File: config.mk
export PLATFORM = sky130hd
export DESIGN_NAME = fp_div_seq_flat
export DESIGN_NICKNAME = d
export VERILOG_FILES = /design/src/rtl/fp_div_seq_if.sv /design/src/rtl/fp_div_seq.sv /design/src/flat_wrapper.sv
export SDC_FILE = /design/constraint.sdc
export NUM_CORES = 1
export LEC_CHECK = 0
export CORE_MARGIN = 2
export CORE_UTILIZATION = 62
export CTS_CLUSTER_DIAMETER = 150
export DETAILED_ROUTE_END_ITERATION = 8
export GPL_ROUTABILITY_DRIVEN = 0
export PLACE_DENSITY = 0.86
export SETUP_SLACK_MARGIN = 0.4
export SYNTH_ARGS = -nofsm -noshare
export SYNTH_HDL_FRONTEND = slang
export SYNTH_SLANG_ARGS = --single-unit
File: constraint.sdc
create_clock -name clk -period 7.25 [get_ports clk]
set_clock_uncertainty 0.2 [all_clocks]
set_input_delay 2.175 -clock clk [delete_from_list [all_inputs] [get_ports clk]]
set_output_delay 2.175 -clock clk [all_outputs]
set_load 0.02 [all_outputs]
File: src/rtl/fp_div_seq_if.sv
// Handshake and result bundle for the sequential single-precision divider.
// Valid/ready contract: a request is taken on a rising clk edge where
// start=1 and busy=0; the result on fp_Z and the flags is valid in the cycle
// where done=1 and stays unchanged until the next done pulse.
interface fp_div_seq_if;
    logic        start;
    logic [31:0] fp_X;
    logic [31:0] fp_Y;
    logic [2:0]  r_mode;
    logic        busy;
    logic        done;
    logic [31:0] fp_Z;
    logic        ovrf;
    logic        udrf;
    logic        dz;
    logic        nv;
    logic [1:0]  dbg_state;

    // Requester side: drives the operation, observes the result.
    modport master (
        output start, fp_X, fp_Y, r_mode,
        input  busy, done, fp_Z, ovrf, udrf, dz, nv, dbg_state
    );

    // Divider side.
    modport slave (
        input  start, fp_X, fp_Y, r_mode,
        output busy, done, fp_Z, ovrf, udrf, dz, nv, dbg_state
    );
endinterface

File: src/rtl/fp_div_seq.sv
// Sequential IEEE-754 single-precision divider.
// Radix-2 restoring division, one quotient bit per cycle, fixed latency of
// 28 cycles from accept to done for every operand class. Subnormal inputs
// are flushed to zero and subnormal results are flushed to signed zero.
module fp_div_seq (
    input  logic          clk,
    input  logic          rst_n,
    fp_div_seq_if.slave   bus
);

    typedef enum logic [1:0] {
        IDLE = 2'd0,
        DIV  = 2'd1,
        RND  = 2'd2,
        DONE = 2'd3
    } state_t;

    state_t             state;
    logic [31:0]        x_q;
    logic [31:0]        y_q;
    logic [2:0]         mode_q;
    logic [25:0]        rem_q;
    logic [23:0]        dvs_q;
    // Only the last 25 quotient bits are kept: the leading bit is always 1
    // after normalisation, leaving 23 fraction bits, guard and round.
    logic [24:0]        quo_q;
    logic signed [9:0]  exp_q;
    logic [4:0]         cnt_q;

    logic [31:0]        z_q;
    logic               done_q;
    logic               busy_q;
    logic               ovrf_q;
    logic               udrf_q;
    logic               dz_q;
    logic               nv_q;

    // ------------------------------------------------------------------
    // Operand preparation at accept time
    // ------------------------------------------------------------------
    logic [7:0]         ex_in;
    logic [7:0]         ey_in;
    logic [23:0]        mx_in;
    logic [23:0]        my_in;
    logic               mx_lt;
    logic [25:0]        rem_init;
    logic signed [9:0]  exp_init;

    // Significands and pre-normalised exponent from the incoming operands.
    always_comb begin
        ex_in    = bus.fp_X[30:23];
        ey_in    = bus.fp_Y[30:23];
        mx_in    = {1'b1, bus.fp_X[22:0]};
        my_in    = {1'b1, bus.fp_Y[22:0]};
        mx_lt    = (mx_in < my_in);
        // Pre-shifting a smaller dividend guarantees the first quotient bit
        // is 1, so the quotient never needs post-normalisation.
        rem_init = mx_lt ? {1'b0, mx_in, 1'b0} : {2'b00, mx_in};
        exp_init = $signed({2'b00, ex_in}) - $signed({2'b00, ey_in})
                 + (mx_lt ? 10'sd126 : 10'sd127);
    end

    // ------------------------------------------------------------------
    // One restoring-division step
    // ------------------------------------------------------------------
    logic [25:0]        trial;
    logic               q_bit;
    logic [25:0]        rem_next;

    // Subtract the divisor if it fits, then shift the partial remainder.
    always_comb begin
        trial    = rem_q - {2'b00, dvs_q};
        q_bit    = (rem_q >= {2'b00, dvs_q});
        rem_next = q_bit ? {trial[24:0], 1'b0} : {rem_q[24:0], 1'b0};
    end

    // ------------------------------------------------------------------
    // Rounding and special-case selection (consumed in RND)
    // ------------------------------------------------------------------
    logic               sign;
    logic               guard;
    logic               rnd_bit;
    logic               sticky;
    logic               inexact;
    logic               inc;
    logic [23:0]        frac_sum;
    logic signed [9:0]  exp_fin;
    logic               x_nan, y_nan, x_inf, y_inf, x_zero, y_zero;
    logic [31:0]        z_new;
    logic               ovrf_new, udrf_new, dz_new, nv_new;

    // Round the truncated quotient and pick the final result and flags.
    always_comb begin
        sign    = x_q[31] ^ y_q[31];
        guard   = quo_q[1];
        rnd_bit = quo_q[0];
        // Shifting never loses remainder bits, so nonzero-ness is preserved.
        sticky  = |rem_q;
        inexact = guard | rnd_bit | sticky;

        case (mode_q)
            3'b001:  inc = 1'b0;
            3'b010:  inc = sign & inexact;
            3'b011:  inc = ~sign & inexact;
            3'b100:  inc = guard;
            default: inc = guard & (rnd_bit | sticky | quo_q[2]);
        endcase

        // A carry into bit 23 means the significand overflowed to 2.0; the
        // fraction bits are then all zero by construction.
        frac_sum = {1'b0, quo_q[24:2]} + {23'd0, inc};
        exp_fin  = exp_q + $signed({9'd0, frac_sum[23]});

        x_nan  = (x_q[30:23] == 8'hFF) && (x_q[22:0] != 23'd0);
        y_nan  = (y_q[30:23] == 8'hFF) && (y_q[22:0] != 23'd0);
        x_inf  = (x_q[30:23] == 8'hFF) && (x_q[22:0] == 23'd0);
        y_inf  = (y_q[30:23] == 8'hFF) && (y_q[22:0] == 23'd0);
        x_zero = (x_q[30:23] == 8'h00);
        y_zero = (y_q[30:23] == 8'h00);

        z_new    = {sign, exp_fin[7:0], frac_sum[22:0]};
        ovrf_new = 1'b0;
        udrf_new = 1'b0;
        dz_new   = 1'b0;
        nv_new   = 1'b0;

        if (x_nan || y_nan || (x_zero && y_zero) || (x_inf && y_inf)) begin
            z_new  = 32'h7FC0_0000;
            nv_new = 1'b1;
        end else if (x_inf) begin
            z_new = {sign, 8'hFF, 23'd0};
        end else if (y_zero) begin
            z_new  = {sign, 8'hFF, 23'd0};
            dz_new = 1'b1;
        end else if (y_inf || x_zero) begin
            z_new = {sign, 31'd0};
        end else if (exp_fin >= 10'sd255) begin
            z_new    = {sign, 8'hFF, 23'd0};
            ovrf_new = 1'b1;
        end else if (exp_fin <= 10'sd0) begin
            z_new    = {sign, 31'd0};
            udrf_new = 1'b1;
        end
    end

    // ------------------------------------------------------------------
    // Control FSM with registered outputs
    // ------------------------------------------------------------------
    // IDLE -> DIV (26 cycles) -> RND -> DONE -> IDLE; results load on DONE entry.
    always_ff @(posedge clk or negedge rst_n) begin
        if (!rst_n) begin
            state  <= IDLE;
            x_q    <= 32'd0;
            y_q    <= 32'd0;
            mode_q <= 3'd0;
            rem_q  <= 26'd0;
            dvs_q  <= 24'd0;
            quo_q  <= 25'd0;
            exp_q  <= 10'sd0;
            cnt_q  <= 5'd0;
            z_q    <= 32'd0;
            done_q <= 1'b0;
            busy_q <= 1'b0;
            ovrf_q <= 1'b0;
            udrf_q <= 1'b0;
            dz_q   <= 1'b0;
            nv_q   <= 1'b0;
        end else begin
            case (state)
                IDLE: begin
                    done_q <= 1'b0;
                    if (bus.start) begin
                        x_q    <= bus.fp_X;
                        y_q    <= bus.fp_Y;
                        mode_q <= bus.r_mode;
                        rem_q  <= rem_init;
                        dvs_q  <= my_in;
                        quo_q  <= 25'd0;
                        exp_q  <= exp_init;
                        cnt_q  <= 5'd0;
                        busy_q <= 1'b1;
                        state  <= DIV;
                    end
                end
                DIV: begin
                    rem_q <= rem_next;
                    quo_q <= {quo_q[23:0], q_bit};
                    cnt_q <= cnt_q + 5'd1;
                    if (cnt_q == 5'd25) begin
                        state <= RND;
                    end
                end
                RND: begin
                    z_q    <= z_new;
                    ovrf_q <= ovrf_new;
                    udrf_q <= udrf_new;
                    dz_q   <= dz_new;
                    nv_q   <= nv_new;
                    done_q <= 1'b1;
                    state  <= DONE;
                end
                DONE: begin
                    done_q <= 1'b0;
                    busy_q <= 1'b0;
                    state  <= IDLE;
                end
                default: begin
                    done_q <= 1'b0;
                    busy_q <= 1'b0;
                    state  <= IDLE;
                end
            endcase
        end
    end

    assign bus.busy      = busy_q;
    assign bus.done      = done_q;
    assign bus.fp_Z      = z_q;
    assign bus.ovrf      = ovrf_q;
    assign bus.udrf      = udrf_q;
    assign bus.dz        = dz_q;
    assign bus.nv        = nv_q;
    assign bus.dbg_state = state;

endmodule

File: src/flat_wrapper.sv
// flat-port wrapper written by rule: the top's interface ports become plain ports
module fp_div_seq_flat 
  (clk, rst_n, bus_start, bus_fp_X, bus_fp_Y, bus_r_mode, bus_busy, bus_done, bus_fp_Z, bus_ovrf, bus_udrf, bus_dz, bus_nv, bus_dbg_state);
  fp_div_seq_if bus_i ();
  input  logic clk;
  input  logic rst_n;
  input wire logic [$bits(bus_i.start)-1:0] bus_start;
  input wire logic [$bits(bus_i.fp_X)-1:0] bus_fp_X;
  input wire logic [$bits(bus_i.fp_Y)-1:0] bus_fp_Y;
  input wire logic [$bits(bus_i.r_mode)-1:0] bus_r_mode;
  output wire logic [$bits(bus_i.busy)-1:0] bus_busy;
  output wire logic [$bits(bus_i.done)-1:0] bus_done;
  output wire logic [$bits(bus_i.fp_Z)-1:0] bus_fp_Z;
  output wire logic [$bits(bus_i.ovrf)-1:0] bus_ovrf;
  output wire logic [$bits(bus_i.udrf)-1:0] bus_udrf;
  output wire logic [$bits(bus_i.dz)-1:0] bus_dz;
  output wire logic [$bits(bus_i.nv)-1:0] bus_nv;
  output wire logic [$bits(bus_i.dbg_state)-1:0] bus_dbg_state;
  assign bus_i.start = bus_start;
  assign bus_i.fp_X = bus_fp_X;
  assign bus_i.fp_Y = bus_fp_Y;
  assign bus_i.r_mode = bus_r_mode;
  assign bus_busy = bus_i.busy;
  assign bus_done = bus_i.done;
  assign bus_fp_Z = bus_i.fp_Z;
  assign bus_ovrf = bus_i.ovrf;
  assign bus_udrf = bus_i.udrf;
  assign bus_dz = bus_i.dz;
  assign bus_nv = bus_i.nv;
  assign bus_dbg_state = bus_i.dbg_state;
  fp_div_seq u_core (.clk(clk), .rst_n(rst_n), .bus(bus_i));
endmodule
-- Word-level counts from Yosys, hierarchy flattened
Index checks and enable logic that the tools add are counted.
Widths: inputs -> output; s select.
- mux-type cells: 37
- equality and inequality tests: 12
- bitwise operators: 9
- reductions and logical operators: 26
- $lt $le $gt $ge: 4
- $add $sub $neg: 6
- operators by type and width (cell ; number):
    $mux 31 ; 5
    $mux 26 ; 2
    $pmux 26 s2 ; 1
    $mux 25 ; 2
    $pmux 25 s2 ; 1
    $logic_not 23->1 ; 2
    $reduce_bool 23->1 ; 2
    $mux 32 ; 1
    $ge 26x24->1 ; 1
    $reduce_or 26->1 ; 1
    $sub 25x24->25 ; 1
    $add 23x1->24 ; 1
    $lt 24x24->1 ; 1
    $mux 1 ; 17
    $eq 8x8->1 const B ; 2
    $logic_not 8->1 ; 2
    $add 10x10->10 ; 1
    $add 10x2->10 ; 1
    $ge 10x9->1 const B ; 1
    $le 10x1->1 const B ; 1
    $pmux 5 s2 ; 1
    $sub 8x8->9 ; 1
    $pmux 2 s4 ; 1
    $reduce_and 2->1 ; 4
    22 further kinds ; 41
- word-level logic and storage cells: 110
- register bits: 197

-- Longest topological paths before layout
Gate-level depths: netlist (run 1).
- word-level depth: 14
- gate-level depth with buffers: 24
- depth with buffers taken out: 22

-- Worst setup path before layout (run 1)
Ideal clock, no wire load.
- kind: input to register
- start: input bus_fp_Y[15]
- end: register u_core.exp_q[7]
- path slack: 2203 ps
- library setup time: 130 ps
- stages: 15
- required time: 6920 ps
- arrival: 4717 ps
- path buffers: 1
- cell sequence: inv_1 > ha_1 > a211oi_1 > o21ai_1 > o221ai_1 > o211ai_1 > a41oi_2 > buf_2 > inv_1 > ha_1 > inv_1 > and3_1 > nor3b_1 > xor2_1 > o21ai_1
- cells in the longest elaborated chain, start to end: 3
- RTL lines (item ; RTL line ; source):
    start: declaration ; flat_wrapper.sv:9 ; input wire logic [$bits(bus_i.fp_Y)-1:0] bus_fp_Y;
    $lt 24x24->1 ; fp_div_seq.sv:55 ; mx_lt = (mx_in < my_in);
    $mux 1 ; fp_div_seq.sv:60 ; + (mx_lt ? 10'sd126 : 10'sd127);
    $add 10x10->10 ; fp_div_seq.sv:60 ;
    end signal: assignment ; fp_div_seq.sv:179 ; exp_q <= exp_init;
    end: declaration ; fp_div_seq.sv:27 ; logic signed [9:0] exp_q;
No other way between the ends.
A chain may end at the register's enable or synchronous reset.

-- Worst setup path in the final report (run 1)
- start: register u_core.y_q[31]
- end: register u_core.z_q[6], in the netlist u_core.bus.fp_Z[6]
- cells in the longest elaborated chain, start to end: 13
- RTL lines (item ; RTL line ; source):
    start: declaration ; fp_div_seq.sv:20 ; logic [31:0] y_q;
    start signal: assignment ; fp_div_seq.sv:174 ; y_q <= bus.fp_Y;
    $xor 1x1->1 (*) ; fp_div_seq.sv:94 ; sign = x_q[31] ^ y_q[31];
    $not 1->1 ; fp_div_seq.sv:104 ; 3'b011: inc = ~sign & inexact;
    $and 1x1->1 ; fp_div_seq.sv:104 ;
    $pmux 1 s4 (*) ; fp_div_seq.sv:101 ; case (mode_q)
    $add 23x1->24 (*) ; fp_div_seq.sv:111 ; frac_sum = {1'b0, quo_q[24:2]} + {23'd0, inc};
    $add 10x2->10 ; fp_div_seq.sv:112 ; exp_fin = exp_q + $signed({9'd0, frac_sum[23]});
    $le 10x1->1 ; fp_div_seq.sv:140 ; end else if (exp_fin <= 10'sd0) begin
    $mux 31 ; fp_div_seq.sv:140 ;
    $mux 31 (*) ; fp_div_seq.sv:137 ; end else if (exp_fin >= 10'sd255) begin
    $mux 31 (*) ; fp_div_seq.sv:135 ; end else if (y_inf || x_zero) begin
    $mux 31 (*) ; fp_div_seq.sv:132 ; end else if (y_zero) begin
    $mux 31 (*) ; fp_div_seq.sv:130 ; end else if (x_inf) begin
    $mux 32 (*) ; fp_div_seq.sv:127 ; if (x_nan || y_nan || (x_zero && y_zero) || (x_inf && y_inf)) begin
    end signal: assignment ; fp_div_seq.sv:194 ; z_q <= z_new;
    end: declaration ; fp_div_seq.sv:30 ; logic [31:0] z_q;
Every way passes the cells marked *; elsewhere a longest branch is shown, timed or not.

==> results of run 1 <==
-- sequential cells by signal, indices dropped and copies added (netlist names), 2 cells and up --
signal                count
u_core.bus.fp_Z          32
u_core.x_q               32
u_core.rem_q             26
u_core.quo_q             25
u_core.dvs_q             24
u_core.exp_q             10
u_core.y_q                9
u_core.cnt_q              5
u_core.mode_q             3
u_core.bus.dbg_state      2
-- per-layer routing --
layer  up-vias  routed length [um]
met5         -                   0
met4         0                1110
met3        93                1970
met2       471               13800
met1      4484               11400
li1       4348                   -
-- per-stage QoR --
step           cells  hold WS (ns)  setup slack [ns]
3_3_place_gp    1460         0.234              1.68
3_5_place_dp    1460         0.246              1.53
5_1_grt         1492         0.299              1.02
4_1_cts         1492         0.261              1.57
2_1_floorplan   1175         0.218              2.20
6_report        1492         0.264              1.54
-- worst paths after layout --
check | startpoint | end
max in group asynchronous | rst_n | u_core.x_q[12]
worst max register to register | u_core.y_q[31] | u_core.bus.fp_Z[6]
worst min-delay path | u_core.dvs_q[23] | u_core.dvs_q[23]
worst min register to register | u_core.dvs_q[23] | u_core.dvs_q[23]
worst max-delay path | u_core.y_q[31] | u_core.bus.fp_Z[6]
min in group asynchronous | rst_n | u_core.bus.fp_Z[29]
-- worst register-to-register path, cell delays in order, from the launching register on --
cell and delay [ns]:
sky130_fd_sc_hd__dfrtp_1 0.40, sky130_fd_sc_hd__xor2_1 0.25, sky130_fd_sc_hd__xnor2_1 0.14, sky130_fd_sc_hd__nor3b_1 0.30
sky130_fd_sc_hd__a21oi_1 0.13, sky130_fd_sc_hd__a211oi_1 0.24, sky130_fd_sc_hd__ha_1 0.24, sky130_fd_sc_hd__nand3_1 0.14
sky130_fd_sc_hd__nor2_1 0.24, sky130_fd_sc_hd__and3_1 0.25, sky130_fd_sc_hd__and2_1 0.18, sky130_fd_sc_hd__and3_1 0.26
sky130_fd_sc_hd__and3_1 0.26, sky130_fd_sc_hd__ha_1 0.24, sky130_fd_sc_hd__ha_1 0.29, sky130_fd_sc_hd__and4_1 0.37
sky130_fd_sc_hd__xnor2_1 0.11, sky130_fd_sc_hd__o41ai_2 0.45, sky130_fd_sc_hd__nand2_1 0.22, sky130_fd_sc_hd__nand2_1 0.12
sky130_fd_sc_hd__or2_2 0.36, sky130_fd_sc_hd__o22ai_1 0.16
-- cell usage in the layout (no fill, tap or decap), types with 5 or more instances in the layout --
master / synthesis / final
sky130_fd_sc_hd__a211oi_1: 22 / 22
sky130_fd_sc_hd__a21o_1: 7 / 7
sky130_fd_sc_hd__a21oi_1: 48 / 48
sky130_fd_sc_hd__a31oi_1: 6 / 6
sky130_fd_sc_hd__and3_1: 12 / 12
sky130_fd_sc_hd__buf_4: 1 / 10
sky130_fd_sc_hd__clkbuf_16: 0 / 17
sky130_fd_sc_hd__clkdlybuf4s50_1: 0 / 108
sky130_fd_sc_hd__dfrtp_1: 174 / 174
sky130_fd_sc_hd__ha_1: 67 / 67
sky130_fd_sc_hd__inv_1: 92 / 92
sky130_fd_sc_hd__mux2_2: 61 / 61
sky130_fd_sc_hd__mux2i_1: 7 / 7
sky130_fd_sc_hd__nand2_1: 157 / 156
sky130_fd_sc_hd__nand2b_1: 10 / 10
sky130_fd_sc_hd__nand3_1: 45 / 45
sky130_fd_sc_hd__nand4_1: 22 / 22
sky130_fd_sc_hd__nor2_1: 80 / 80
sky130_fd_sc_hd__nor2b_1: 6 / 6
sky130_fd_sc_hd__nor3_1: 16 / 16
sky130_fd_sc_hd__nor4_1: 22 / 22
sky130_fd_sc_hd__o211ai_1: 5 / 5
sky130_fd_sc_hd__o21a_1: 7 / 7
sky130_fd_sc_hd__o21ai_0: 64 / 64
sky130_fd_sc_hd__o21ai_1: 13 / 12
sky130_fd_sc_hd__o22a_1: 5 / 5
sky130_fd_sc_hd__o22ai_1: 33 / 33
sky130_fd_sc_hd__o2bb2ai_1: 12 / 12
sky130_fd_sc_hd__o31ai_1: 5 / 5
sky130_fd_sc_hd__xnor2_1: 33 / 33
sky130_fd_sc_hd__xor2_1: 28 / 28
-- where the power goes --
part           total, uW  internal [uW]  switching, uW  leakage (uW)
combinational       2880           1180           1700       0.00299
clock                931            514            417      0.000283
sequential          1680           1320            359       0.00217
total               5490           3010           2480       0.00545
-- layout make-up --
type                    count  area (sq um)  share of cell area [%]
clock inverters            14           158                    1.26
inverters                  92           345                    2.77
well taps                 220           275                    2.21
clock buffers              18           429                    3.44
flip-flops and latches    174          4350                    34.9
repair buffers            119          1170                    9.36
multi-input cells         855          5740                    46.0
-- logic make-up after synthesis --
group	share of synthesized area, %
buffers and inverters	5.61
AO/OA/AOI/OAI	16.7
adder cells (fa/ha/maj)	8.23
XOR/XNOR	5.00
multiplexers	7.09
flip-flops	40.8
AND/OR/NAND/NOR	16.6
==> results_dict.tcl, run 1 <==
set metrics [dict create \
    crit_path_cell_trace "xor2_1 > xnor2_1 > nor3b_1 > a21oi_1 > a211oi_1 > ha_1 > nand3_1 > nor2_1 > and3_1 > and2_1 > and3_1 > and3_1 > ha_1 > ha_1 > and4_1 > xnor2_1 > o41ai_2 > nand2_1 > nand2_1 > or2_2 > o22ai_1" \
    detailroute.via_count 9396 \
    synth_edf_count 0 \
    groute.layer.met1.usage_pct 41.0 \
    timing_worst_slew_pin_value_ns 0.993 \
    crit_slowest_cell "sky130_fd_sc_hd__o41ai_2" \
    drc 0 \
    post-synth-top-count-cell "sky130_fd_sc_hd__dfrtp_1" \
    synth_async_sr_flop_share_pct 100 \
    peakVddDrop_mv 0.246 \
    clock_sinks 174 \
    critical_path.top_delay_family "simple AND/OR/NAND/NOR gates" \
    num_io_pins 110 \
    floorplan.initialDensity_pct 63.9 \
    synth_area_sq_um 10700 \
    globalRouteOverflowTotal 0 \
    pwr_density_cell_nw_per_um2 440 \
    final_layout_size_suffix_gt1_share_pct 9.36 \
    endpoint_kind "flip-flop" \
    synthesis.nets 1314 \
    final_hold_viol_count 0 \
    final_nets 1398 \
    routed_via_density 6.30 \
    area_growth_syn_to_layout_pct 16.8 \
    run_status "finished, final reports clean" \
    routed_wirelength_um 28300 \
    clkLatencyLatePin_ns 0.44 \
    r2r_slack_ns 1.54 \
    avgSynthCellArea_sq_um 9.09 \
    final_cell_area_sq_um 12500 \
    global_routing_met3_resource_utilization_pct 5.35 \
    average_wire_per_cell_in_the_routed_design_um 19.0 \
    netlist_top_cells_area "sky130_fd_sc_hd__dfrtp_1 41%, sky130_fd_sc_hd__ha_1 7.9%, sky130_fd_sc_hd__mux2_2 6.4%, sky130_fd_sc_hd__nand2_1 5.5%, sky130_fd_sc_hd__inv_1 3.2%" \
    clk_buf_depth 2 \
    period_share_pct 78.7 \
    maximum_number_of_pins_on_one_net_before_global_route_repair 81 \
    route.antenna.remaining_nets 0 \
    number_of_filler_cells_placed_in_the_layout 1175 \
    fp.dieW_um 135 \
    whs_path_depth 2 \
    fin_tns_setup_ns 0 \
    hpwl_um 20200 \
    ys_warns 0 \
    slew_headroom_pct 33.8 \
    met2_usage_pct 54.3 \
    worst_path_largest_cell_delay_ns 0.45 \
    num_rows 47 \
    detailed_place.area_sq_um 11900 \
    dominantRegCellSynth "sky130_fd_sc_hd__dfrtp_1" \
    finish.utilization_pct 74.7 \
    yosys.area.top_type "sky130_fd_sc_hd__dfrtp_1" \
    grt_pass1_vias 9120 \
    critPathMaxFanout 22 \
    grt_antenna_before_repair 0 \
    cts-hold-fix-buffers 0 \
    layout_min_cycle_time_ns 5.71 \
    post_synth_most_frequent_cells "174 x sky130_fd_sc_hd__dfrtp_1, 157 x sky130_fd_sc_hd__nand2_1, 92 x sky130_fd_sc_hd__inv_1" \
    power.static_leakage_uw 0.00545 \
    max_freq_mhz 175 \
    clockRootBuffer "sky130_fd_sc_hd__clkbuf_16" \
    rr_worst_depth 21 \
    post_cts.resized_instances 0 \
    cap_viol_max_count 0 \
    proportion_of_netlist_area_held_by_the_largest_area_contributor_pct 40.8 \
    worstPathBufferInverterCount 0 \
    ctsHtreeMaxLevel 4 \
    place.port_buffers 109 \
    cp.arrival_ns 5.78 \
    path_depth 21 \
    globalRoute.busiestLayer "met2" \
    cts_setup_buffers 0 \
    rsz_0062_raised_after_global_routing "false" \
    clk_pin_slew_ns 0.07 \
    grt_usage_pct 32.1 \
    min-delay-path-class "flip-flop to flip-flop" \
    finalSetupViolCount 0 \
    post_synth_cell_types 67 \
    wire_length_of_the_first_global_routing_pass_um 46200 \
    netlist_instances 1175 \
    critPathLaunchType "flip-flop" \
    drv_slew 0 \
    detailedRoute.firstIterationViolations 1057 \
    worstSetupPathType "flip-flop to flip-flop" \
    number_of_flip_flops_and_latches_in_the_synthesized_netlist 174 \
    fin_total_pwr_uw 5490 \
    synth_seq_area_share_pct 40.8 \
    numCtsBuffers 17 \
    tritoncts "yes" \
    core_area_sq_um 16700 \
    antenna_diode_count 0 \
    die_area_sq_um 18300 \
    die_height_um 135 \
    first_pass_iters 6 \
    cp.required_ns 7.33 \
]
(Power assumes the default switching activity.)
==> inputs of run 2 (changes only) <==
--- a/config.mk
+++ b/config.mk
@@ -6,11 +6,11 @@
 export NUM_CORES = 1
 export LEC_CHECK = 0
 export CORE_MARGIN = 2
-export CORE_UTILIZATION = 62
+export CORE_UTILIZATION = 58
 export CTS_CLUSTER_DIAMETER = 150
 export DETAILED_ROUTE_END_ITERATION = 8
 export GPL_ROUTABILITY_DRIVEN = 0
-export PLACE_DENSITY = 0.86
+export PLACE_DENSITY = 0.81
 export SETUP_SLACK_MARGIN = 0.4
 export SYNTH_ARGS = -nofsm -noshare
 export SYNTH_HDL_FRONTEND = slang
==> constraint.sdc (replaced) <==
create_clock -name clk -period 5.6 [get_ports clk]
set_clock_uncertainty 0.2 [all_clocks]
set_input_delay 1.68 -clock clk [delete_from_list [all_inputs] [get_ports clk]]
set_output_delay 1.68 -clock clk [all_outputs]
set_load 0.02 [all_outputs]
==> results_dict.tcl, run 2 (synthesized netlist as in run 1, its figures left out) <==
set metrics [dict create \
    seq_area_sq_um 4350 \
    grt_pass1_vias 8986 \
    drc 0 \
    cp.arrival_ns 5.13 \
    place.port_buffers 109 \
    peakVddDrop_mv 0.373 \
    final_layout_size_suffix_gt1_share_pct 11.1 \
    r2r_slack_ns 0.57 \
    routed_via_density 6.14 \
    hpwl_um 20200 \
    num_rows 49 \
    period_share_pct 89.8 \
    finish.utilization_pct 70.3 \
    critPathMaxFanout 7 \
    detailroute.via_count 9252 \
    power.static_leakage_uw 0.00550 \
    grt_usage_pct 29.1 \
    layout_common_cells "174 x sky130_fd_sc_hd__dfrtp_1, 154 x sky130_fd_sc_hd__nand2_1, 108 x sky130_fd_sc_hd__clkdlybuf4s50_1, 92 x sky130_fd_sc_hd__inv_1, 79 x sky130_fd_sc_hd__nor2_1" \
    slew_headroom_pct 28.6 \
    floorplan.initialDensity_pct 59.2 \
    timing_worst_slew_pin_value_ns 1.07 \
    multi_input_area_sq_um 5850 \
    power_frac_seq_pct 30.0 \
    grt_antenna_before_repair 0 \
    cts-hold-fix-buffers 0 \
    final_hold_viol_count 0 \
    worst_path_largest_cell_delay_ns 0.43 \
    power_report.internal_total_uw 4040 \
    first_pass_iters 5 \
    num_io_pins 110 \
    clock_sinks 174 \
    layout_min_cycle_time_ns 5.03 \
    run_status "finished, final reports clean" \
    crit_slowest_cell "sky130_fd_sc_hd__dfrtp_1" \
    average_wire_per_cell_in_the_routed_design_um 18.8 \
    place_inst 1470 \
    crit_path_cell_trace "nor4_1 > and4_1 > nand4_1 > o21ai_2 > a211oi_2 > ha_2 > nand3_2 > nor2_2 > and3_1 > and2_1 > and3_2 > and3_1 > ha_2 > ha_4 > and4_2 > a211oi_2 > a41o_1 > nand2_1 > o41a_1 > nand2_2 > or2_2 > o22ai_1" \
    drv_slew 0 \
    worstPathBufferInverterCount 0 \
    detailedRoute.firstIterationViolations 692 \
    pwr_density_cell_nw_per_um2 572 \
    core_area_sq_um 18000 \
    combinational_share_of_power_pct 52.4 \
    finalSetupViolCount 0 \
    cp.required_ns 5.70 \
    whs_path_depth 1 \
    endpoint_kind "flip-flop" \
    postLayoutSetupSlackWorst_ns 0.573 \
    antenna_diode_count 0 \
    final_nets 1404 \
    fin_tns_setup_ns 0 \
    area_growth_syn_to_layout_pct 18.6 \
    max_freq_mhz 199 \
    die_height_um 140 \
    clk_pin_slew_ns 0.06 \
    p_clk_share_pct 17.6 \
    min-delay-path-class "flip-flop to flip-flop" \
    worst_setup_path_startpoint "u_core.rem_q[1]" \
    numCtsBuffers 17 \
    globalRouteOverflowTotal 0 \
    fp.dieW_um 140 \
    total_switching_power_uw 3200 \
    regToRegEndpoint "u_core.bus.fp_Z[9]" \
    maximum_number_of_pins_on_one_net_before_global_route_repair 114 \
    reg2reg_from "u_core.rem_q[1]" \
    critPathLaunchType "flip-flop" \
    detailedPlace.worstSlack_ns 0.171 \
    min_to "u_core.bus.nv" \
    number_of_filler_cells_placed_in_the_layout 1340 \
    wire_length_of_the_first_global_routing_pass_um 45600 \
    route.antenna.remaining_nets 0 \
    worst_hold_slack_ns 0.283 \
    rsz_0062_raised_after_global_routing "false" \
    layoutNonFillerInstCount 1507 \
    routed_wirelength_um 28300 \
    tritoncts "yes" \
    clockRootBuffer "sky130_fd_sc_hd__clkbuf_16" \
    worstSetupPathType "flip-flop to flip-flop" \
    switching_share_pct 44.2 \
    die_area_sq_um 19500 \
    holdCritStartpoint "u_core.bus.nv" \
    cap_viol_max_count 0 \
    mostFrequentLayoutCell "sky130_fd_sc_hd__dfrtp_1" \
    critical_path.top_delay_family "simple AND/OR/NAND/NOR gates" \
    clkLatencyLatePin_ns 0.43 \
    clk_buf_depth 2 \
    ctsHtreeMaxLevel 4 \
    rr_worst_depth 22 \
]
[run 2: cell type report]
cell class | instances | area share, %
Clock buffer | 20 | 3.53
Clock inverter | 12 | 1.43
Inverter | 92 | 2.73
Multi-Input combinational cell | 858 | 46.2
Sequential cell | 174 | 34.4
Tap cell | 229 | 2.26
Timing Repair Buffer | 122 | 9.49
[run 2: worst max-delay path by stage]
stage | end | depth (start not counted)
floorplan | u_core.bus.fp_Z[12] | 24
global placement | u_core.bus.fp_Z[4] | 21
detailed placement | u_core.bus.fp_Z[3] | 21
CTS | u_core.bus.fp_Z[17] | 22
global route | u_core.bus.fp_Z[7] | 22
finish | u_core.bus.fp_Z[9] | 22
[run 2: what timing repair did]
item                       in CTS  in global routing
setup buffers                   1                  1
resized for setup               7                 16
setup endpoints to repair      22                 28
pin swaps                       3                  4
gates cloned                    2                  1
[run 2: power by group through the flow]
stage	combinational [uW]	sequential, uW	clock [uW]
floorplan	2770	2070	0
global route	4180	2220	1330
global placement	3550	2130	0
detailed placement	3640	2150	0
CTS	3720	2130	1280
finish	3800	2170	1270
[run 2: layer usage]
metal	track usage, %	wire length [um]	vias up
met2	49.2	13700	389
met1	38.0	12100	4444
li1	-	-	4353
met5	0	0	-
met3	4.65	1640	66
met4	10.7	891	0
[run 2: worst reg2reg max path, stage by stage (launching register included)]
cell,delay (ns)
sky130_fd_sc_hd__dfrtp_1,0.43
sky130_fd_sc_hd__nor4_1,0.33
sky130_fd_sc_hd__and4_1,0.26
sky130_fd_sc_hd__nand4_1,0.24
sky130_fd_sc_hd__o21ai_2,0.24
sky130_fd_sc_hd__a211oi_2,0.10
sky130_fd_sc_hd__ha_2,0.19
sky130_fd_sc_hd__nand3_2,0.11
sky130_fd_sc_hd__nor2_2,0.06
sky130_fd_sc_hd__and3_1,0.18
sky130_fd_sc_hd__and2_1,0.19
sky130_fd_sc_hd__and3_2,0.24
sky130_fd_sc_hd__and3_1,0.18
sky130_fd_sc_hd__ha_2,0.20
sky130_fd_sc_hd__ha_4,0.19
sky130_fd_sc_hd__and4_2,0.29
sky130_fd_sc_hd__a211oi_2,0.25
sky130_fd_sc_hd__a41o_1,0.16
sky130_fd_sc_hd__nand2_1,0.06
sky130_fd_sc_hd__o41a_1,0.36
sky130_fd_sc_hd__nand2_2,0.15
sky130_fd_sc_hd__or2_2,0.21
sky130_fd_sc_hd__o22ai_1,0.10
[run 2: per-stage QoR]
step / cell area, sq um / total power, uW
2_1_floorplan: 10700 / 4840
3_3_place_gp: 11900 / 5680
3_5_place_dp: 11900 / 5790
4_1_cts: 12600 / 7130
5_1_grt: 12700 / 7740
6_report: 12700 / 7240
==> inputs of run 3 (changes only) <==
--- a/config.mk
+++ b/config.mk
@@ -5,7 +5,8 @@
 export SDC_FILE = /design/constraint.sdc
 export NUM_CORES = 1
 export LEC_CHECK = 0
-export CORE_MARGIN = 2
+export ABC_CLOCK_PERIOD_IN_PS = 5600
+export CORE_MARGIN = 3
 export CORE_UTILIZATION = 58
 export CTS_CLUSTER_DIAMETER = 150
 export DETAILED_ROUTE_END_ITERATION = 8
==> results_dict.tcl, run 3 (synthesized netlist as in run 1, its figures left out) <==
set metrics [dict create \
    run_status "finished, final reports clean" \
    worst_hold_slack_ns 0.274 \
    die_area_sq_um 20100 \
    num_io_pins 110 \
    routed_via_density 6.13 \
    crit_path_cell_trace "nor4_4 > and4_1 > nand4_1 > o21ai_1 > a211oi_1 > ha_1 > nand3_1 > nor2_2 > and3_1 > and2_1 > and3_2 > and3_1 > ha_1 > ha_2 > and4_4 > a211oi_1 > a41o_1 > nand2_1 > o41a_1 > nand2_2 > or2_4 > o22ai_1" \
    detailedRoute.firstIterationViolations 681 \
    grt_antenna_before_repair 0 \
    holdCritStartpoint "u_core.bus.nv" \
    clockRootBuffer "sky130_fd_sc_hd__clkbuf_16" \
    min_to "u_core.bus.nv" \
    number_of_filler_cells_placed_in_the_layout 1315 \
    maximum_number_of_pins_on_one_net_before_global_route_repair 119 \
    r2r_slack_ns 0.63 \
    layout_min_cycle_time_ns 4.97 \
    cp.arrival_ns 5.08 \
    antenna_diode_count 0 \
    fin_tns_setup_ns 0 \
    detailroute.via_count 9218 \
    worstSetupPathType "flip-flop to flip-flop" \
    routed_wirelength_um 28000 \
    slew_headroom_pct 22.9 \
    ctsHtreeMaxLevel 4 \
    globalRouteOverflowTotal 0 \
    wire_length_of_the_first_global_routing_pass_um 45800 \
    cp.required_ns 5.71 \
    worst_path_largest_cell_delay_ns 0.46 \
    hpwl_um 20100 \
    clk_pin_slew_ns 0.07 \
    rsz_0062_raised_after_global_routing "false" \
    floorplan.initialDensity_pct 60.5 \
    grt_usage_pct 28.4 \
    crit_slowest_cell "sky130_fd_sc_hd__dfrtp_2" \
    core_area_sq_um 17700 \
    peakVddDrop_mv 0.407 \
    regToRegEndpoint "u_core.bus.fp_Z[4]" \
    finalSetupViolCount 0 \
    final_layout_size_suffix_gt1_share_pct 10.9 \
    final_nets 1404 \
    grt_pass1_vias 9005 \
    cts-hold-fix-buffers 0 \
    clk_buf_depth 2 \
    first_pass_iters 5 \
    cap_viol_max_count 0 \
    clkLatencyLatePin_ns 0.44 \
    mostFrequentLayoutCell "sky130_fd_sc_hd__dfrtp_1" \
    drc 0 \
    whs_path_depth 1 \
    final_hold_viol_count 0 \
    critPathLaunchType "flip-flop" \
    route.antenna.remaining_nets 0 \
    drv_slew 0 \
    num_rows 48 \
    period_share_pct 88.7 \
    endpoint_kind "flip-flop" \
    min-delay-path-class "flip-flop to flip-flop" \
    tritoncts "yes" \
    clock_sinks 174 \
    reg2reg_from "u_core.rem_q[23]" \
    fp.dieW_um 142 \
    critPathMaxFanout 7 \
    die_height_um 142 \
    place.port_buffers 109 \
    layout_common_cells "173 x sky130_fd_sc_hd__dfrtp_1, 154 x sky130_fd_sc_hd__nand2_1, 108 x sky130_fd_sc_hd__clkdlybuf4s50_1, 92 x sky130_fd_sc_hd__inv_1, 79 x sky130_fd_sc_hd__nor2_1" \
    power.static_leakage_uw 0.00549 \
    area_growth_syn_to_layout_pct 18.2 \
    rr_worst_depth 22 \
    average_wire_per_cell_in_the_routed_design_um 18.6 \
    numCtsBuffers 17 \
    pwr_density_cell_nw_per_um2 563 \
    timing_worst_slew_pin_value_ns 1.16 \
    max_freq_mhz 201 \
]
run 3: cell count changes in the layout (fill, tap and decap cells not counted), moves of 2 or more:
cell / before / now
sky130_fd_sc_hd__nor4_4: 0 / 2
sky130_fd_sc_hd__clkinvlp_4: 0 / 3
sky130_fd_sc_hd__a211oi_1: 20 / 22
sky130_fd_sc_hd__bufinv_16: 4 / 1
sky130_fd_sc_hd__a211oi_2: 2 / 0
sky130_fd_sc_hd__ha_1: 64 / 66
sky130_fd_sc_hd__inv_8: 1 / 3
run 3: how the worst max path moves through the flow:
stage	start	end	slack, ns	cells after the start
floorplan	u_core.y_q[31]	u_core.bus.fp_Z[12]	0.96	24
global placement	u_core.rem_q[23]	u_core.bus.fp_Z[6]	0.40	21
detailed placement	u_core.rem_q[23]	u_core.bus.fp_Z[4]	0.21	22
CTS	u_core.rem_q[23]	u_core.bus.fp_Z[4]	0.43	22
global route	u_core.rem_q[19]	u_core.bus.fp_Z[4]	0.38	21
finish	u_core.rem_q[23]	u_core.bus.fp_Z[4]	0.63	22
run 3: through the flow:
stage,util [%],instances,power (uW),setup slack [ns],instance area (sq um)
2_1_floorplan,-,1175,4840,0.962,10700
3_3_place_gp,67.5,1467,5680,0.403,11900
3_5_place_dp,67.5,1467,5770,0.214,11900
4_1_cts,71.0,1501,7000,0.433,12500
5_1_grt,71.4,1503,7600,0.378,12600
6_report,71.4,1503,7100,0.635,12600
run 3: critical path, delay by kind of cell, from the launching register on:
| kind | cells | cell delay, ns |
|---|---|---|
| AND/OR/NAND/NOR | 13 | 2.40 |
| AO/OA/AOI/OAI | 6 | 1.13 |
| adder cells (fa/ha/maj) | 3 | 0.65 |
| flip-flops | 1 | 0.46 |
run 3: report_power, final:
part | leakage [uW] | switching, uW | internal [uW]
registers | 0.00217 | 446 | 1710
logic | 0.00305 | 2220 | 1550
clock network | 0.000276 | 531 | 635
total | 0.00549 | 3190 | 3900
run 3: routing by layer:
| metal | GRT usage [%] | share of wire, % | wire, um | up-vias |
|---|---|---|---|---|
| met2 | 47.1 | 49 | 13700 | 350 |
| li1 | - | - | - | 4352 |
| met3 | 3.77 | 5.6 | 1580 | 60 |
| met5 | 0 | 0 | 0 | - |
| met1 | 38.4 | 43 | 12100 | 4456 |
| met4 | 10.0 | 2.5 | 702 | 0 |
run 3: layout make-up:
| type | instances | area [sq um] | area share (%) |
|---|---|---|---|
| inverters | 92 | 345 | 2.74 |
| repair buffers | 122 | 1200 | 9.53 |
| clock inverters | 13 | 131 | 1.04 |
| clock buffers | 19 | 443 | 3.51 |
| well taps | 225 | 282 | 2.23 |
| flip-flops and latches | 174 | 4360 | 34.5 |
| multi-input cells | 858 | 5860 | 46.4 |
run 3: repair_timing:
item                                    4_1_cts  5_1_grt
endpoints found under the setup margin       23       31
pin swaps                                     1        5
cloned                                        2        1
endpoints found under the hold margin         0        0
buffers inserted                              0        1
gates resized for setup                       6       17
==> RTL edit (config.mk and constraints of run 2) <==
Make the reset (`rst_n`) synchronous in one clocked block.
--- a/src/rtl/fp_div_seq.sv
+++ b/src/rtl/fp_div_seq.sv
@@ -148,5 +148,5 @@
     // ------------------------------------------------------------------
     // IDLE -> DIV (26 cycles) -> RND -> DONE -> IDLE; results load on DONE entry.
-    always_ff @(posedge clk or negedge rst_n) begin
+    always_ff @(posedge clk) begin
         if (!rst_n) begin
             state  <= IDLE;
Function: differs if rst_n is asserted again (counterexample within 4 cycles, from zero or initial values and one cycle with rst_n low); with rst_n held inactive, the same outputs for 10 cycles.
==> RTL edit against run 2 <==
- worst setup slack improved by 82 ps
- sequential power decreased by 21%
- wire length increased by 1.8%
- final area is 2.4% lower
- via count grew 11%
- maximum frequency is 1.7% higher
- count of clock-buffer cells in the layout is 3 lower
- critical endpoint is now u_core.bus.fp_Z[5]
- worst hold slack lost 31 ps
- sequential share of layout area down 6.2 points
- sequential cell count unchanged
- power decreased by 7.8%
- synthesized area fell by 1.9%
==> RTL edit: results <==
run_status:
  run_status: "complete, no violations"
detailed_routing:
  avgViaCountPerCell: 6.120
  wl_met3_mm: 2.404
  drtIter0Drc: 1086
  met2_length_mm: 13.22
clocking:
  ctsResizeCount: 2
  clkLatencyLatePin_ps: 450
global_route:
  met2_usage_pct: 46.27
  grt_pass1_vias: 9265
  global_route.usage.total_pct: 29.19
  grt_max_degree: 84
  grt.met3_usage_pct: 4.919
finish:
  layout-drive-gt1-share_pct: 5.376
  final_nets: 1577
setup_path:
  cp.arrival_ps: 5110
  worstRegToRegCells: 19
  timing.rr.start: "u_core.y_q[31]"
min_path:
  hold_start: "u_core.bus.fp_Z[18]"
  min_to: "u_core.bus.fp_Z[18]"
synth:
  synth_fa_ha_area_share_pct: 8.385
  synth_nets: 1503
  synthFlopType: "dfxtp_1"
  ys_types: 75
  synth_area_leaders: "dfxtp_1 (33%), nand2_1 (9.2%), ha_1 (8.0%)"
  synth-xor-area-share_pct: 4.431
  synth_compound_area_share_pct: 21.11
  synth_common_cells: "nand2_1 (257), dfxtp_1 (174), a21oi_1 (147)"
power_and_ir_drop:
  irDropWorstVdd_mv: 0.2954
  p_leak_nw: 4.765
placement:
  dp_slack_ps: 247.4
  dp_hpwl_mm: 20.45
## RTL edit: cell types whose count changed in the layout (fill, tap and decap cells not counted), sizes merged, moves of 32 or more
cell / change
dfrtp: -174
dfxtp: +174
nand2: +100
a21oi: +99
mux2: -57
o22ai: -32
## RTL edit: metrics by stage
step	std cells	area (sq um)	hold slack [ps]
2_1_floorplan	1364	10480	236.0
3_3_place_gp	1647	11670	235.0
3_5_place_dp	1647	11670	243.4
4_1_cts	1679	12310	259.1
5_1_grt	1680	12360	272.4
6_report	1680	12360	251.7
## RTL edit: where the power goes
group / leakage (nW) / internal, mW / total (mW) / switching [mW]
sequential: 1.42 / 1.48 / 1.72 / 0.240
combinational: 3.05 / 1.43 / 3.72 / 2.28
clock: 0.300 / 0.648 / 1.24 / 0.591
## RTL edit: layout make-up
class / instances / area [sq um]
multi-input combinational: 1046 / 6482
fill: 1429 / 5480
sequential: 174 / 3483
timing repair buffer: 120 / 1186
clock buffer: 17 / 425.4
inverter: 79 / 297.8
tap: 229 / 286.5
clock inverter: 15 / 198.9
## RTL edit: worst max-delay path by stage
stage,startpoint,endpoint,slack (ps)
6_report,u_core.y_q[31],u_core.bus.fp_Z[5],650
5_1_grt,u_core.y_q[31],u_core.bus.fp_Z[8],400
4_1_cts,u_core.y_q[31],u_core.bus.fp_Z[5],430
3_5_place_dp,u_core.y_q[31],u_core.bus.fp_Z[5],250
3_3_place_gp,u_core.y_q[31],u_core.bus.fp_Z[20],330
2_1_floorplan,bus_fp_Y[2],u_core.exp_q[4],870
## RTL edit: critical path: cells and delay by family (launching register included)
kind | cells | cell delay [ps]
and+or+nand+nor | 8 | 1970
AOI/OAI and AO/OA | 5 | 1180
adders and majority gates | 3 | 720
DFF | 1 | 370
xor gates and xnor gates | 2 | 360
buffers and inverters | 1 | 60
